File: src/rtl/ula_multiciclo.sv
// Multi-cycle ALU: single-cycle logic/arith/slt ops plus iterative unsigned
// shift-add multiply and restoring divide, with start/busy/done handshake.
module ula_multiciclo #(
   parameter int unsigned LARGURA = 16
) (
   input  logic               clock,
   input  logic               reset,
   input  logic               inicio,
   input  logic [LARGURA-1:0] entrada1,
   input  logic [LARGURA-1:0] entrada2,
   input  logic [2:0]         sinal_ula,
   output logic [LARGURA-1:0] saida_ula,
   output logic [LARGURA-1:0] saida_hi,
   output logic               zero,
   output logic               overflow,
   output logic               div_zero,
   output logic               ocupado,
   output logic               pronto
);

   localparam int unsigned CW = $clog2(LARGURA + 1);

   typedef enum logic [1:0] {OCIOSO, MULT, DIV} t_estado;

   t_estado            r_estado;
   logic [CW-1:0]      r_cnt;
   logic [LARGURA-1:0] r_a;   // multiplicand or divisor
   logic [LARGURA-1:0] r_hi;  // partial-product high half or partial remainder
   logic [LARGURA-1:0] r_lo;  // multiplier shifting out / dividend shifting into quotient

   logic [LARGURA-1:0] w_soma, w_dif, w_res;
   logic               w_ovf;
   logic [LARGURA:0]   w_mul_soma;
   logic [LARGURA-1:0] w_mul_hi, w_mul_lo;
   logic [LARGURA:0]   w_div_parc, w_div_sub;
   logic               w_div_ok;
   logic [LARGURA-1:0] w_div_rem, w_div_q;
   logic               w_ultimo;

   always_comb begin
      w_soma = entrada1 + entrada2;
      w_dif  = entrada1 - entrada2;
      w_res  = '0;
      w_ovf  = 1'b0;
      unique case (sinal_ula)
         3'b000: w_res = entrada1 & entrada2;
         3'b001: w_res = entrada1 | entrada2;
         3'b010: begin
            w_res = w_soma;
            w_ovf = (entrada1[LARGURA-1] == entrada2[LARGURA-1]) &&
                    (w_soma[LARGURA-1] != entrada1[LARGURA-1]);
         end
         3'b011: begin
            w_res = w_dif;
            w_ovf = (entrada1[LARGURA-1] != entrada2[LARGURA-1]) &&
                    (w_dif[LARGURA-1] != entrada1[LARGURA-1]);
         end
         3'b100: w_res = (entrada1 < entrada2) ? '1 : '0;
         3'b111: w_res = ($signed(entrada1) < $signed(entrada2)) ? '1 : '0;
         default: w_res = '0;
      endcase

      // Shift-add step: add multiplicand if multiplier LSB set, then shift {hi,lo} right.
      w_mul_soma = {1'b0, r_hi} + (r_lo[0] ? {1'b0, r_a} : '0);
      w_mul_hi   = w_mul_soma[LARGURA:1];
      w_mul_lo   = {w_mul_soma[0], r_lo[LARGURA-1:1]};

      w_div_parc = {r_hi, r_lo[LARGURA-1]};
      w_div_sub  = w_div_parc - {1'b0, r_a};
      w_div_ok   = (w_div_parc >= {1'b0, r_a});
      w_div_rem  = w_div_ok ? w_div_sub[LARGURA-1:0] : w_div_parc[LARGURA-1:0];
      w_div_q    = {r_lo[LARGURA-2:0], w_div_ok};

      w_ultimo   = (r_cnt == CW'(LARGURA - 1));
   end

   always_ff @(posedge clock) begin
      if (reset) begin
         r_estado  <= OCIOSO;
         r_cnt     <= '0;
         r_a       <= '0;
         r_hi      <= '0;
         r_lo      <= '0;
         saida_ula <= '0;
         saida_hi  <= '0;
         zero      <= 1'b1;
         overflow  <= 1'b0;
         div_zero  <= 1'b0;
         ocupado   <= 1'b0;
         pronto    <= 1'b0;
      end else begin
         pronto <= 1'b0;
         unique case (r_estado)
            OCIOSO: begin
               if (inicio) begin
                  if (sinal_ula == 3'b101) begin
                     r_a      <= entrada1;
                     r_lo     <= entrada2;
                     r_hi     <= '0;
                     r_cnt    <= '0;
                     ocupado  <= 1'b1;
                     r_estado <= MULT;
                  end else if (sinal_ula == 3'b110) begin
                     if (entrada2 == '0) begin
                        saida_ula <= '1;
                        saida_hi  <= entrada1;
                        zero      <= 1'b0;
                        overflow  <= 1'b0;
                        div_zero  <= 1'b1;
                        pronto    <= 1'b1;
                     end else begin
                        r_a      <= entrada2;
                        r_lo     <= entrada1;
                        r_hi     <= '0;
                        r_cnt    <= '0;
                        ocupado  <= 1'b1;
                        r_estado <= DIV;
                     end
                  end else begin
                     saida_ula <= w_res;
                     saida_hi  <= '0;
                     zero      <= (w_res == '0);
                     overflow  <= w_ovf;
                     div_zero  <= 1'b0;
                     pronto    <= 1'b1;
                  end
               end
            end
            MULT: begin
               r_hi  <= w_mul_hi;
               r_lo  <= w_mul_lo;
               r_cnt <= r_cnt + CW'(1);
               if (w_ultimo) begin
                  saida_ula <= w_mul_lo;
                  saida_hi  <= w_mul_hi;
                  zero      <= (w_mul_lo == '0);
                  overflow  <= (w_mul_hi != '0);
                  div_zero  <= 1'b0;
                  pronto    <= 1'b1;
                  ocupado   <= 1'b0;
                  r_estado  <= OCIOSO;
               end
            end
            DIV: begin
               r_hi  <= w_div_rem;
               r_lo  <= w_div_q;
               r_cnt <= r_cnt + CW'(1);
               if (w_ultimo) begin
                  saida_ula <= w_div_q;
                  saida_hi  <= w_div_rem;
                  zero      <= (w_div_q == '0);
                  overflow  <= 1'b0;
                  div_zero  <= 1'b0;
                  pronto    <= 1'b1;
                  ocupado   <= 1'b0;
                  r_estado  <= OCIOSO;
               end
            end
            default: r_estado <= OCIOSO;
         endcase
      end
   end

endmodule

File: config.mk
export PLATFORM = sky130hd
export DESIGN_NAME = ula_multiciclo
export DESIGN_NICKNAME = d
export VERILOG_FILES = /design/src/rtl/ula_multiciclo.sv
export SDC_FILE = /design/constraint.sdc
export NUM_CORES = 1
export LEC_CHECK = 0
export ABC_CLOCK_PERIOD_IN_PS = 4100
export CAP_MARGIN = 20
export CORE_ASPECT_RATIO = 1.25
export CORE_UTILIZATION = 40
export CTS_CLUSTER_SIZE = 8
export DETAILED_ROUTE_END_ITERATION = 8
export PLACE_DENSITY = 0.6
export SLEW_MARGIN = 20
export SYNTH_ARGS = -nofsm -noshare
export SYNTH_HDL_FRONTEND = slang
export SYNTH_SLANG_ARGS = --single-unit
File: constraint.sdc
create_clock -name clock -period 4.1 [get_ports clock]
set_input_delay 0.82 -clock clock [delete_from_list [all_inputs] [get_ports clock]]
set_output_delay 0.82 -clock clock [all_outputs]
set_load 0.005 [all_outputs]
; ---- Word level (Yosys, flattened, before mapping)
; Index checks and enable logic that the tools add are counted.
[classes]
reduce_logical = 20
magnitude_cmp = 3
mul = 0
muxes = 73
n_shift = 0
n_bitwise = 2
n_addsub = 5
eq_ne = 23
n_div = 0
[ops]
columns = op, n
row1 = 16-bit two-way mux, 27
row2 = 16-bit one-hot mux with 3 select lines, 4
row3 = 16-bit one-hot mux with 6 select lines, 1
row4 = 16-bit logical NOT, 4
row5 = 16-bit < comparator, 2
row6 = 16-bit subtractor, 2
row7 = 1-bit two-way mux, 24
row8 = 5-bit two-way mux, 4
row9 = 16-bit by 16-bit adder with 17-bit output, 1
row10 = 17-bit by 16-bit greater-or-equal comparator with 1-bit output, 1
row11 = 16-bit adder, 1
row12 = 16-bit bitwise AND, 1
row13 = 16-bit OR, 1
row14 = 4-bit AND reduction, 4
row15 = 16-bit nonzero test, 1
row16 = "3-bit equality test, second input constant", 4
row17 = 2-bit two-way mux, 5
row18 = "2-bit inequality test, second input constant", 5
row19 = 5-bit one-hot mux with 2 select lines, 1
row20 = 5-bit AND reduction, 2
row21 = "3-bit inequality test, second input constant", 3
row22 = 1-bit one-hot mux with 2 select lines, 4
row23 = "3-bit by 2-bit equality test with 1-bit output, second input constant", 2
row24 = 1-bit one-hot mux with 3 select lines, 2
row25 = other kinds (16), 20
[totals]
elab_cells = 138
latch_bits = 0
input_bits = 38
ramBits = 0
romBits = 0
regBits = 92
memories = 0

; ---- Depth between registers and ports, before layout
; Gate-level depths: netlist of the first run.
[logic_depth]
depth_word = 8
ltp_mapped = 13
mapped_depth_nobuf = 13

; ---- Least setup slack after synthesis of the first run
; OpenSTA, ideal clock, no wires.
[synth_path]
path_type = in2reg
start = in entrada1[0]
end = reg zero
setup_time_ns = 0.084
required_ns = 4.016
setup_slack_ns = 0.629
n_path_buf = 1
path_stages = 13
arrival_time_ns = 3.387
path_cell_list = inv_1 > ha_1 > fa_1 > or2_2 > a221oi_2 > o22a_2 > a31o_2 > a211oi_2 > or2_1 > buf_4 > a211oi_2 > nand4_1 > o31ai_2
[synth_via]
elab_chain_len = 8
[synth_lines]
columns = element, line
row1 = "start, declared", 9  ; input logic [LARGURA-1:0] entrada1,
row2 = 16-bit < comparator (on tied branches), "59, 58"
row3 = 16-bit two-way mux (on tied branches), "59, 58"
row4 = 16-bit one-hot mux with 6 select lines *, 45  ; unique case (sinal_ula)
row5 = 16-bit logical NOT *, 122  ; zero <= (w_res == '0);
row6 = 1-bit two-way mux *, 103  ; end else if (sinal_ula == 3'b110) begin
row7 = 1-bit two-way mux *, 96  ; if (sinal_ula == 3'b101) begin
row8 = 1-bit two-way mux *, 95  ; if (inicio) begin
row9 = 1-bit one-hot mux with 3 select lines *, 93  ; unique case (r_estado)
row10 = "end signal, assigned", 122
row11 = "end signal, assigned", 136  ; zero <= (w_mul_lo == '0);
row12 = "end signal, assigned", 151  ; zero <= (w_div_q == '0);
row13 = "end, declared", 14  ; output logic zero,
; Mark *: on every way between the ends. The rest lies on a longest branch, timed or not. The select of a mux whose other input is x is not followed.
; A chain may end at the register's enable or synchronous reset.

; ---- Worst setup path after layout of the first run
; Same ends and word-level chain as after synthesis.

==> metrics, run 1 <==
end of the worst hold path=r_cnt[4]; clock net sink count=between 90 and 100; footprint of the multi-input gates=6163 um^2; Tightest Pin Transition=between 0.8 and 0.9 ns; initial antenna violation count=0; reg2reg setup slack=~0.57 ns; die span in y=166.1 um; Peak VDD IR=around 200 uV; Final min period=3.873 ns; fraction of layout cells with a size suffix above 1=around 13%; CTS tree=yes; synth warn=0; Die W=133.3 um; Post-synth EDFFs=0; Skew-Pair Late Insertion Delay=around 0.36 ns; CP max-delay cell=clkdlybuf4s50_1; # Post-CTS Setup Buffers=0; diodes inserted=0; Via density=5.897; internal cell power=2.690 mW; asr flop ratio synth=0%; FF-to-FF End=overflow; clk buf depth=2; #FFs+latches synth=92; Buf+Inv Stages, Crit Path=3; number of H-tree levels=3; CP Data Required Time=4.39 ns; WS Path Type=in -> reg; CORE AREA=20970 um^2; Routed WL=a little over 30000 um; # setup viols final=0; final slew viol count=0; Post-CTS Hold Buffers=0; vias in the first global route=about 8.8k; Synth top area share=21.38%; Final period util=94.46%; min-delay src=r_cnt[4]; IO Port Bufs=74; CP arrival=~4.2 ns; min-delay worst type=reg -> reg; Pwr Density=439.0 nW/um^2; Synth Cell Area=8616 um^2; Fin Clk Skew=around 0.013 ns; CTS buffer count=9; antenna-violating nets left=0; clock root buffer=clkbuf_16; MaxCap Viol Count=0; cell taking the most area after synthesis=dfxtp_1; Sequential Area=1842 um^2; total congestion overflow=0; Initial DRC Count=742; Filler Cell Count=2158; Cell Chain, Critical Path=clkdlybuf4s50_1 > inv_1 > ha_1 > fa_1 > or2_2 > a221oi_2 > o31ai_1 > a221o_1 > a21oi_1 > o311ai_1 > nor4b_2 > buf_4 > nand4_1 > o31ai_2; Clock power frac=19.5%; Critical Path Sink Type=flip-flop; delay-heaviest family, CP=compound AO/OA/AOI/OAI gates; largest net degree at the start of global routing=59; RSZ-0062 raised after global routing=false; final core occ=about half; first-pass GRT wire length=48940 um; Area contributors post-synth=dfxtp_1, ha_1, nor2_1; Final Hold Viols=0; num rows=59; Critical Path Start Type=input port; top_reg_cell synth=dfxtp_1; hold depth=2; distinct cell type count after synthesis=just over 80; Die Footprint=22130 um^2; slowest cell delay on critical path=0.49 ns; Syn Area/Cell=about 7.5 um^2; CP Max Fanout=2; Final GP Congestion=0.9438; Worst R2R Start=r_lo[0]; Reg power frac=27.2%; Pre-antenna DRT Iters=6; P_sw=1.898 mW; syn_nets=1281; total number of vias=9058; Seq/Total Area, Yosys=21.38%; post-synthesis cell count=1151; worst rel slew slack=40.68%; dpl hpwl=roughly 24000 um; # DRC=0; Total Neg Setup Slack=0 ns; Starting Density=41.10%; sw frac=between 40% and 50%; Gate power share=53.2%; R2R cell count=12; outcome=completed; LEAKAGE=~4.3 nW; GRT Overall Usage=28.30%; Nets=1387; Post-CTS Resized=0; WL per Instance=20.18 um; FMAX=258.2 MHz; Worst-path clk slew=0.08 ns; IO Pins=75; area delta synth->final=21.29%
Yosys cell counts, types with 4 or more instances:
library cell / count
nor2_1: 147
nand2_1: 103
dfxtp_1: 92
a21oi_1: 88
ha_1: 88
inv_1: 79
clkbuf_1: 60
a311oi_1: 48
o21ai_0: 43
a22oi_1: 27
a211oi_1: 25
xnor2_1: 22
and2_1: 19
a21o_1: 18
o211ai_1: 18
nor3_1: 16
nand3_1: 15
a31oi_1: 13
mux2_2: 13
nor2b_1: 13
nor4_1: 13
nand2b_1: 12
o22ai_1: 12
nand4_1: 10
mux2i_1: 9
o21bai_1: 9
and3_1: 7
buf_2: 7
xor2_1: 7
a221oi_1: 5
buf_1: 5
o2111ai_1: 5
o31ai_1: 5
or3_1: 5
a211o_1: 4
a211oi_2: 4
a21boi_0: 4
a31o_2: 4
fa_1: 4
o21a_1: 4
o221a_2: 4
o221ai_1: 4
sequential cells by signal (all words and copies together) (netlist names):
| name | cells |
|---|---|
| r_a | 16 |
| r_hi | 16 |
| r_lo | 16 |
| saida_hi | 16 |
| saida_ula | 16 |
| r_cnt | 5 |
| r_estado | 2 |
| div_zero | 1 |
| ocupado | 1 |
| overflow | 1 |
| pronto | 1 |
| zero | 1 |
layout make-up:
cell class,instances,share of cell area [%]
flip-flops and latches,92,17.62
well taps,274,3.281
clock inverters,7,0.8740
clock buffers,9,2.155
multi-input cells,902,58.98
repair buffers,171,14.13
inverters,81,2.957
kinds of logic (layout without fill, tap and decap cells):
family / Yosys count / after routing / share of synthesized area (%)
buffers and inverters: 157 / 268 / 7.348
and+or+nand+nor: 378 / 378 / 20.24
DFF: 92 / 92 / 21.38
adders and majority gates: 92 / 92 / 13.71
muxes: 23 / 23 / 3.006
AOI/OAI and AO/OA: 380 / 380 / 31.37
xor gates and xnor gates: 29 / 29 / 2.948
metrics by stage:
step	instances	power, mW	worst slack (ns)	hold WS, ns	area [um^2]
6_report	1536	4.588	0.2270	0.4558	10450
5_1_grt	1536	4.890	0.001448	0.4998	10450
4_1_cts	1536	4.583	0.2408	0.4538	10450
3_5_place_dp	1520	3.677	-0.1283	0.4451	10130
3_3_place_gp	1520	3.658	-0.06233	0.4377	10130
2_1_floorplan	1151	2.817	0.6290	0.4319	8616
worst register-to-register path: stages, from the launching register on:
cell and delay (ns):
dfxtp_1 0.35, and2_1 0.17, ha_1 0.21, fa_1 0.43, xor2_1 0.23, nor3_1 0.16
o2111ai_1 0.18, or4_1 0.45, nor3_1 0.22, o2111ai_1 0.14, or4_1 0.44, o41ai_2 0.26
a311oi_1 0.14
routing by layer:
layer  GRT usage, %  vias to the layer above  wire (um)
met5              0                        -          0
met2          49.48                      254      15270
met4          15.71                        0       1676
li1               -                     4435          -
met3          2.228                       74       1109
met1          33.94                     4295      12950
layout by cell type (no fill, tap or decap), types with 18 or more instances in the layout:
master,Yosys,final
a211oi_1,25,25
a21o_1,18,18
a21oi_1,88,86
a22oi_1,27,27
a311oi_1,48,48
and2_1,19,19
buf_4,1,96
clkdlybuf4s50_1,0,73
dfxtp_1,92,92
ha_1,88,88
inv_1,79,79
nand2_1,103,103
nor2_1,147,147
o211ai_1,18,18
o21ai_0,43,43
xnor2_1,22,22
worst max path at each step:
stage,cells past startpoint,endpoint,slack (ns),startpoint
2_1_floorplan,13,zero,0.63,entrada1[0]
3_3_place_gp,14,zero,-0.06,entrada1[0]
3_5_place_dp,14,zero,-0.13,entrada1[0]
4_1_cts,14,zero,0.24,entrada1[0]
5_1_grt,14,zero,0.001,entrada1[0]
6_report,14,zero,0.23,entrada1[0]
power groups by stage:
stage | clock, mW | combinational [mW] | sequential [mW]
CTS | 0.909 | 2.43 | 1.25
global route | 0.951 | 2.67 | 1.27
floorplan | 0 | 1.60 | 1.21
global placement | 0 | 2.39 | 1.27
finish | 0.896 | 2.44 | 1.25
detailed placement | 0 | 2.41 | 1.27
Note: power is estimated with default switching activity, not from simulation.
==> inputs of run 2 (changes only) <==
- ABC_CLOCK_PERIOD_IN_PS: 4100 -> 4700
- clock period: 4.1 -> 4.7 ns (I/O delays scaled with it)
==> run 2 against run 1 <==
Compared with the run above: final area fell by 4.3%; sequential power down 13%; first-iteration DRC count is 9.2% higher; count of clock-buffer cells in the layout unchanged; final cell count down 4.0%; sequential share of layout area rose by 0.80 points; combinational power decreased by 16%; utilization down 2.2 points; non-clock buffer count down 61; critical endpoint unchanged; largest cell class unchanged.
==> metrics, run 2 (same netlist as run 1, synthesis figures left out) <==
largest net degree at the start of global routing=77; total number of vias=8798; Tightest Pin Transition=1.099 ns; Tot Pwr=3.907 mW; min-delay worst type=reg -> reg; Final period util=87.74%; Fin Clk Skew=0.01408 ns; Post-Place Cell Area=9676 um^2; Die W=133.3 um; CTS tree=yes; commonest non-fill, non-tap cells in the layout=nor2_1, nand2_1, dfxtp_1; Starting Density=slightly above 40%; GRT Overall Usage=26.95%; WL per Instance=around 20 um; Skew-Pair Late Insertion Delay=0.37 ns; IO Port Bufs=between 70 and 80; CP arrival=4.41 ns; CORE AREA=20970 um^2; final hold slack=about 0.45 ns; # DRC=0; Final Non-Filler Cells=1475; Peak VDD IR=approximately 250 uV; placed insts=1459; initial antenna violation count=0; # setup viols final=0; final slew viol count=0; area delta synth->final=16.02%; Critical Path Start Type=input port; most common cell after layout, fill and taps aside=nor2_1; final core occ=47.68%; MaxCap Viol Count=0; WS Path Type=in -> reg; reg2reg setup slack=1.09 ns; Via density=5.965; final instance area=between 9000 and 10000 um^2; dpl hpwl=23170 um; Initial DRC Count=810; CP Max Fanout=8; Worst-path clk slew=roughly 0.080 ns; LEAKAGE=4.001 nW; Pwr Density=~400 nW/um^2; Final min period=4.124 ns; worst rel slew slack=26.46%; die span in y=166.1 um; Post-CTS Resized=0; Die Footprint=22130 um^2; diodes inserted=0; # Post-CTS Setup Buffers=0; vias in the first global route=between 8k and 9k; num rows=59; Post-CTS Hold Buffers=0; IO Pins=75; antenna-violating nets left=0; clock root buffer=clkbuf_16; Critical Path Sink Type=flip-flop; Routed WL=29620 um; clk buf depth=2; outcome=completed; CTS buffer count=9; RSZ-0062 raised after global routing=false; clock net sink count=92; first-pass GRT wire length=46880 um; Nets=1326; Final Hold Viols=0; Pre-antenna DRT Iters=6; total congestion overflow=0; final worst slack=0.5763 ns; Total Neg Setup Slack=0 ns; FMAX=242.5 MHz; Final GP Congestion=0.9852; number of H-tree levels=3; CP Data Required Time=about 5 ns; DP Worst Slack=0.2987 ns; fraction of layout cells with a size suffix above 1=8.493%
run 2: power by group:
group          internal (mW)  total (mW)  switching (mW)
Sequential             0.941        1.09           0.148
Combinational          0.931        2.06            1.13
Clock                  0.384       0.758           0.375
run 2: area by class of cell:
type | instances | area [um^2]
multi-input cells | 902 | 6165
inverters | 81 | 309.0
fillers | 2149 | 10970
well taps | 274 | 342.8
clock buffers | 9 | 225.2
clock inverters | 7 | 93.84
flip-flops and latches | 92 | 1842
repair buffers | 110 | 1018
run 2: final timing paths:
path	start	depth (start not counted)	end
worst max-delay path	entrada1[4]	12	zero
worst min-delay path	r_cnt[4]	2	r_cnt[4]
worst max register to register	r_lo[0]	12	overflow
worst min register to register	r_cnt[4]	2	r_cnt[4]
run 2: layer usage:
layer,wire length [um],global-route usage [%],share of wire (%)
met2,14600,46.67,49
met4,1378,12.85,4.7
met1,12230,33.21,41
met5,0,0,0
met3,1417,2.625,4.8
run 2: worst max-delay path, cell delays in order:
cell	delay (ns)
clkdlybuf4s50_1	0.61
inv_1	0.07
ha_1	0.42
a21o_1	0.21
o21bai_2	0.24
a31oi_2	0.36
a31oi_1	0.17
o41a_1	0.48
a221oi_2	0.30
o221ai_1	0.17
or2_1	0.26
o31ai_2	0.17
==> inputs of run 3 (changes only) <==
- CTS_CLUSTER_SIZE: 8 -> default
==> results of run 3 <==
Same layout as run 2: the final DEF is identical, and so are final timing and power.
